`src/rtl/gps_ca_pkg.sv`:
```
// GPS C/A code generator shared definitions:
// G1/G2 taps, PRN phase-selector table, FSM encoding.
package gps_ca_pkg;

  localparam int CODE_LEN = 1023;

  // Bit k of a [10:1] vector is LFSR stage k
  localparam logic [10:1] G1_TAPS = 10'b10_0000_0100;
  localparam logic [10:1] G2_TAPS = 10'b11_1010_0110;

  typedef enum logic {
    S_IDLE = 1'b0,
    S_RUN  = 1'b1
  } state_e;

  typedef struct packed {
    logic [3:0] a;
    logic [3:0] b;
  } g2_pair_t;

  // G2 phase-select stage pairs, index = PRN-1
  localparam logic [7:0] G2_SEL [32] = '{
    8'h26, 8'h37, 8'h48, 8'h59,
    8'h19, 8'h2A, 8'h18, 8'h29,
    8'h3A, 8'h23, 8'h34, 8'h56,
    8'h67, 8'h78, 8'h89, 8'h9A,
    8'h14, 8'h25, 8'h36, 8'h47,
    8'h58, 8'h69, 8'h13, 8'h46,
    8'h57, 8'h68, 8'h79, 8'h8A,
    8'h16, 8'h27, 8'h38, 8'h49
  };

  function automatic logic [10:1] lfsr_step(
    input logic [10:1] s,
    input logic [10:1] taps
  );
    return {s[9:1], ^(s & taps)};
  endfunction

endpackage

```
`src/rtl/gps_ca_g2_sel.sv`:
```
// PRN phase-selector lookup and C/A chip XOR
// for a given G1/G2 register state.
module gps_ca_g2_sel
  import gps_ca_pkg::*;
(
  input  logic [5:0]  prn_i,
  input  logic [10:1] g1_i,
  input  logic [10:1] g2_i,
  output logic        chip_o
);

  logic [4:0] idx;
  g2_pair_t   pair;

  always_comb begin
    idx    = 5'(prn_i - 6'd1);
    pair   = G2_SEL[idx];
    chip_o = g1_i[10] ^ g2_i[pair.a] ^ g2_i[pair.b];
  end

endmodule

```
`src/rtl/gps_ca_code_gen.sv`:
```
// GPS L1 C/A Gold-code generator: IDLE/RUN FSM,
// G1/G2 LFSRs and chip counter advanced on code-clock edges.
module gps_ca_code_gen
  import gps_ca_pkg::*;
(
  input  logic       clkin,
  input  logic       rst,
  input  logic       clk_ca_1023,
  input  logic [5:0] prn_sel,
  input  logic       load,
  output logic       ca_chip,
  output logic       chip_valid,
  output logic       epoch,
  output logic [9:0] chip_cnt,
  output logic       active
);

  state_e      state_q, state_d;
  logic        clk_d1_q;
  logic [5:0]  prn_q, prn_d;
  logic [10:1] g1_q, g1_d;
  logic [10:1] g2_q, g2_d;
  logic [9:0]  cnt_q, cnt_d;
  logic        chip_q, chip_d;
  logic        valid_q, valid_d;
  logic        epoch_q, epoch_d;

  logic        chip_en;
  logic        prn_ok;
  logic        wrap;
  logic [10:1] g1_adv;
  logic [10:1] g2_adv;
  logic        adv_chip;

  // Chip value of the state the LFSRs move to next
  gps_ca_g2_sel u_sel (
    .prn_i  (prn_q),
    .g1_i   (g1_adv),
    .g2_i   (g2_adv),
    .chip_o (adv_chip)
  );

  always_comb begin
    chip_en = clk_ca_1023 & ~clk_d1_q;
    prn_ok  = (prn_sel != 6'd0) && (prn_sel <= 6'd32);
    wrap    = (cnt_q == 10'(CODE_LEN - 1));
    g1_adv  = wrap ? '1 : lfsr_step(g1_q, G1_TAPS);
    g2_adv  = wrap ? '1 : lfsr_step(g2_q, G2_TAPS);

    state_d = state_q;
    prn_d   = prn_q;
    g1_d    = g1_q;
    g2_d    = g2_q;
    cnt_d   = cnt_q;
    chip_d  = chip_q;
    valid_d = 1'b0;
    epoch_d = 1'b0;

    unique case (1'b1)
      load && prn_ok: begin
        state_d = S_RUN;
        prn_d   = prn_sel;
        g1_d    = '1;
        g2_d    = '1;
        cnt_d   = '0;
        chip_d  = 1'b1;
        epoch_d = 1'b1;
      end
      load && !prn_ok: begin
        state_d = S_IDLE;
        g1_d    = '1;
        g2_d    = '1;
        cnt_d   = '0;
        chip_d  = 1'b0;
      end
      !load && (state_q == S_RUN) && chip_en: begin
        g1_d    = g1_adv;
        g2_d    = g2_adv;
        cnt_d   = wrap ? '0 : cnt_q + 10'd1;
        chip_d  = adv_chip;
        valid_d = 1'b1;
        epoch_d = wrap;
      end
      default: ;
    endcase
  end

  always_ff @(posedge clkin) begin
    if (rst) begin
      state_q  <= S_IDLE;
      clk_d1_q <= 1'b0;
      prn_q    <= '0;
      g1_q     <= '1;
      g2_q     <= '1;
      cnt_q    <= '0;
      chip_q   <= 1'b0;
      valid_q  <= 1'b0;
      epoch_q  <= 1'b0;
    end else begin
      state_q  <= state_d;
      clk_d1_q <= clk_ca_1023;
      prn_q    <= prn_d;
      g1_q     <= g1_d;
      g2_q     <= g2_d;
      cnt_q    <= cnt_d;
      chip_q   <= chip_d;
      valid_q  <= valid_d;
      epoch_q  <= epoch_d;
    end
  end

  assign ca_chip    = chip_q;
  assign chip_valid = valid_q;
  assign epoch      = epoch_q;
  assign chip_cnt   = cnt_q;
  assign active     = (state_q == S_RUN);

endmodule

```
`config.mk`:
```
export PLATFORM = sky130hd
export DESIGN_NAME = gps_ca_code_gen
export DESIGN_NICKNAME = d
export VERILOG_FILES = /design/src/rtl/gps_ca_pkg.sv /design/src/rtl/gps_ca_g2_sel.sv /design/src/rtl/gps_ca_code_gen.sv
export SDC_FILE = /design/constraint.sdc
export NUM_CORES = 1
export LEC_CHECK = 0
export BUFFER_PORTS_ARGS = -buffer_cell sky130_fd_sc_hd__buf_2
export CORE_AREA = 2 2 107 109
export CTS_CLUSTER_SIZE = 30
export DETAILED_ROUTE_END_ITERATION = 8
export DIE_AREA = 0 0 109 111
export GPL_TIMING_DRIVEN = 0
export PLACE_DENSITY = 0.48
export SLEW_MARGIN = 10
export SYNTH_ARGS = -nofsm -noshare
export SYNTH_HDL_FRONTEND = slang
export SYNTH_SLANG_ARGS = --single-unit
```
`constraint.sdc`:
```
create_clock -name clkin -period 4.45 [get_ports clkin]
set_clock_uncertainty 0.1 [all_clocks]
set_input_delay 0 -clock clkin [delete_from_list [all_inputs] [get_ports clkin]]
set_output_delay 0 -clock clkin [all_outputs]
set_load 0.1 [all_outputs]
```
==> summary.txt <==
Outcome
  • Outcome: finished clean

Logic synthesis
  • Main area contributors after synthesis: dfxtp_1, nand2b_1, nor2_1, ha_1, o22ai_1
  • Post-synthesis async set-or-reset flop share: 0%
  • Flops & latches, synth: 40
  • Leading area contributor after synthesis: dfxtp_1
  • Register area share after synthesis: between 20% and 30%
  • Post-synth EDFFs: 0
  • Yosys warns: 0
  • Post-Synthesis Cells: 333
  • Mapped Area: approximately 0.0027 mm2
  • Top cell type's share of synthesized area: 29.6%
  • Count of different cell masters after synthesis: 64
  • Synthesized netlist net count: 352
  • Synth Area per Inst: 8.12 um2
  • Dominant synthesized flop cell: dfxtp_1

Placed design
  • IO Port Bufs: 22
  • Detailed Place HPWL: between 5000 and 6000 um
  • Dpl cell area: roughly 0.0030 mm2
  • Worst slack, placed: 0.248 ns
  • Routability cong.: 0.842

Timing
  • Final period util: a little over nine tenths
  • Fmax: between 200 and 250 MHz
  • RSZ-0062 raised after global routing: false
  • Minimum clock period: 4.21 ns
  • Final Hold Fails: 0
  • Final worst setup slack: 0.242 ns
  • Fin. max-slew vios: 0
  • Slew HR: around 47%
  • Sum Neg Setup Slack: 0 ns
  • Number of setup violations in the final report: 0
  • Worst-Margin Slew: 0.782 ns

Finish
  • Area Overhead vs Synth: 19.6%
  • Final layout net count: 388
  • Fill cells: around 1200
  • Most common cell after layout, fill and taps aside: dfxtp_1
  • Most frequent cells in the layout: dfxtp_1, nor2_1, buf_2, nand2b_1
  • Final non-filler cell area: 0.00323 mm2
  • Share of layout cells above drive strength 1: approximately 15%
  • Antenna Cells: 0
  • Multi-input logic area: 0.00176 mm2
  • Reg area: 801 um2

Route
  • Wirelength per Cell: 14.0 um
  • Final wirelength: 7170 um
  • Pre-Repair DR Iteration Count: 4
  • Residual DRC: 0
  • Via count: around 2500
  • Routed Antenna Nets: 0
  • Vias per cell: 4.96
  • Detailed Route Iter0 Violations: 139

Power
  • Switching share of power: a little under a third
  • Combinational power share: 26.8%
  • Psw: 0.000323 W
  • Int Pwr: 0.000746 W
  • VDD IR max: 0.224 mV
  • P_leak: 1.20 nW
  • Seq pwr share: 34.6%
  • Power, Total: 0.00107 W
  • Clock power frac: 38.6%
  • Power per cell area: 331 mW/mm2

Worst setup path
  • Delay of the slowest critical-path stage: 0.48 ns
  • Worst path cell trace: buf_6 -> inv_1 -> ha_1 -> inv_1 -> ha_1 -> clkbuf_1 -> or3b_2 -> o211ai_1 -> and4_1 -> nor2_1 -> a311o_1 -> a311o_1 -> a211o_1 -> o211ai_2
  • Worst setup EP type: flip-flop
  • Critical path type: flip-flop to flip-flop
  • Startpoint Class: flip-flop
  • Worst Path Max Fanout: 10
  • Worst reg2reg setup slack: 0.24 ns
  • Critical R2R Launch: prn_q[0]$_SDFFE_PP0P_
  • Critical Path Start: prn_q[0]$_SDFFE_PP0P_
  • CP max-delay cell: or3b_2
  • Crit path DAT: 4.31 ns
  • Critical Path RT: 4.56 ns

Clock tree
  • Sink Count: 40
  • Clk pin slew, worst setup/hold paths: 0.06 ns
  • Skew-Pair Late Insertion Delay: 0.28 ns
  • CTS max path bufs: 2
  • CTS buffer count: 5
  • Hold_buf cts: 7
  • H-tree Lvls: 2
  • PostCTS Resize Cnt: 0
  • CTS tree: yes
  • Root buffer cell: clkbuf_16
  • Post-CTS Setup Bufs: 0

GRT
  • Largest net degree at the start of global routing: 15
  • Initial antenna violation count: 0
  • Congestion Overflow GR: 0
  • First-pass GRT wire length: 12000 um
  • Vias in the first global route: 2360
  • Gr usage total: 12.0%

Die
  • Die height: between 100 and 150 um
  • I/O pin cnt: 24
  • Initial Utilization: between 20% and 30%
  • Row count: 39
  • Core Footprint: ~0.011 mm2
  • Die width: 109 um
  • Total die area: 0.0121 mm2

Worst hold path
  • Min-delay worst type: input pin to flip-flop
  • Hold path start: prn_sel[5]

Flow run
  • Max Cap Violations: 0
synthesized netlist by cell type (all sizes together), types with 5 or more instances:
| cell type | n |
|---|---|
| mux2i | 11 |
| ha | 9 |
| o21ai | 17 |
| or3 | 5 |
| nand2 | 14 |
| nor2 | 35 |
| nand3 | 6 |
| nand2b | 22 |
| nor3 | 9 |
| nor2b | 6 |
| clkbuf | 16 |
| dfxtp | 40 |
| buf | 6 |
| a311oi | 5 |
| a21oi | 18 |
| or2 | 8 |
| xnor2 | 8 |
| o22ai | 18 |
| inv | 12 |
critical path: cells and delay by family (launching register included):
family          cells  cell delay, ns
compound gates      5            1.19
flops               1            0.38
fa+ha+maj           2            0.72
buf+inv             4            0.87
simple gates        3            0.88
registers in the layout, indices dropped and copies added (netlist names):
register and flops:
ca_chip 1, g1_q 10, chip_valid 1, clk_d1_q 1
active 1, chip_cnt 10, g2_q 10, epoch 1
prn_q 5
final timing paths:
| path | to | depth (start not counted) |
|---|---|---|
| worst min register to register | g1_q[4]$_SDFFE_PP1P_ | 2 |
| worst max register to register | ca_chip$_SDFFE_PP0P_ | 14 |
| worst max-delay path | ca_chip$_SDFFE_PP0P_ | 14 |
| worst min-delay path | ca_chip$_SDFFE_PP0P_ | 4 |
final cells by class:
class                      instances  area share (%)
multi-input combinational        259            54.5
sequential                        40            24.8
inverter                          12            1.39
clock buffer                       5            3.87
timing repair buffer              29            5.57
buffer                            22            2.98
tap                              143            5.53
clock inverter                     3            1.43
power groups by stage:
stage	clock network [W]	logic [W]	registers (W)
2_1_floorplan	0	0.000205	0.000390
3_3_place_gp	0	0.000274	0.000378
3_5_place_dp	0	0.000277	0.000378
4_1_cts	0.000425	0.000283	0.000370
5_1_grt	0.000443	0.000312	0.000370
6_report	0.000413	0.000287	0.000370
metrics by stage:
| step | cells | hold WS [ns] | util (%) |
|---|---|---|---|
| 2_1_floorplan | 333 | 0.0282 | - |
| 3_3_place_gp | 498 | 0.152 | 27.0 |
| 3_5_place_dp | 498 | 0.158 | 27.0 |
| 4_1_cts | 513 | 0.0991 | 29.2 |
| 5_1_grt | 513 | 0.131 | 29.2 |
| 6_report | 513 | 0.102 | 29.2 |
layer usage:
layer / vias up / part of all wire [%] / GRT usage, %
met5: - / 0 / 0
met4: 0 / 0.72 / 2.05
met3: 6 / 2.8 / 1.76
met2: 47 / 46 / 18.3
met1: 1193 / 51 / 18.0
li1: 1298 / - / -
kinds of logic (layout without fill, tap and decap cells):
group | count (synthesis) | after routing | synth area share [%]
and+or+nand+nor | 129 | 129 | 26.6
AOI/OAI and AO/OA | 95 | 95 | 24.6
DFF | 40 | 40 | 29.6
buffers and inverters | 34 | 71 | 5.23
muxes | 16 | 16 | 6.57
xor gates and xnor gates | 10 | 10 | 3.24
adders and majority gates | 9 | 9 | 4.16
Power figures use the tool's default switching activity.
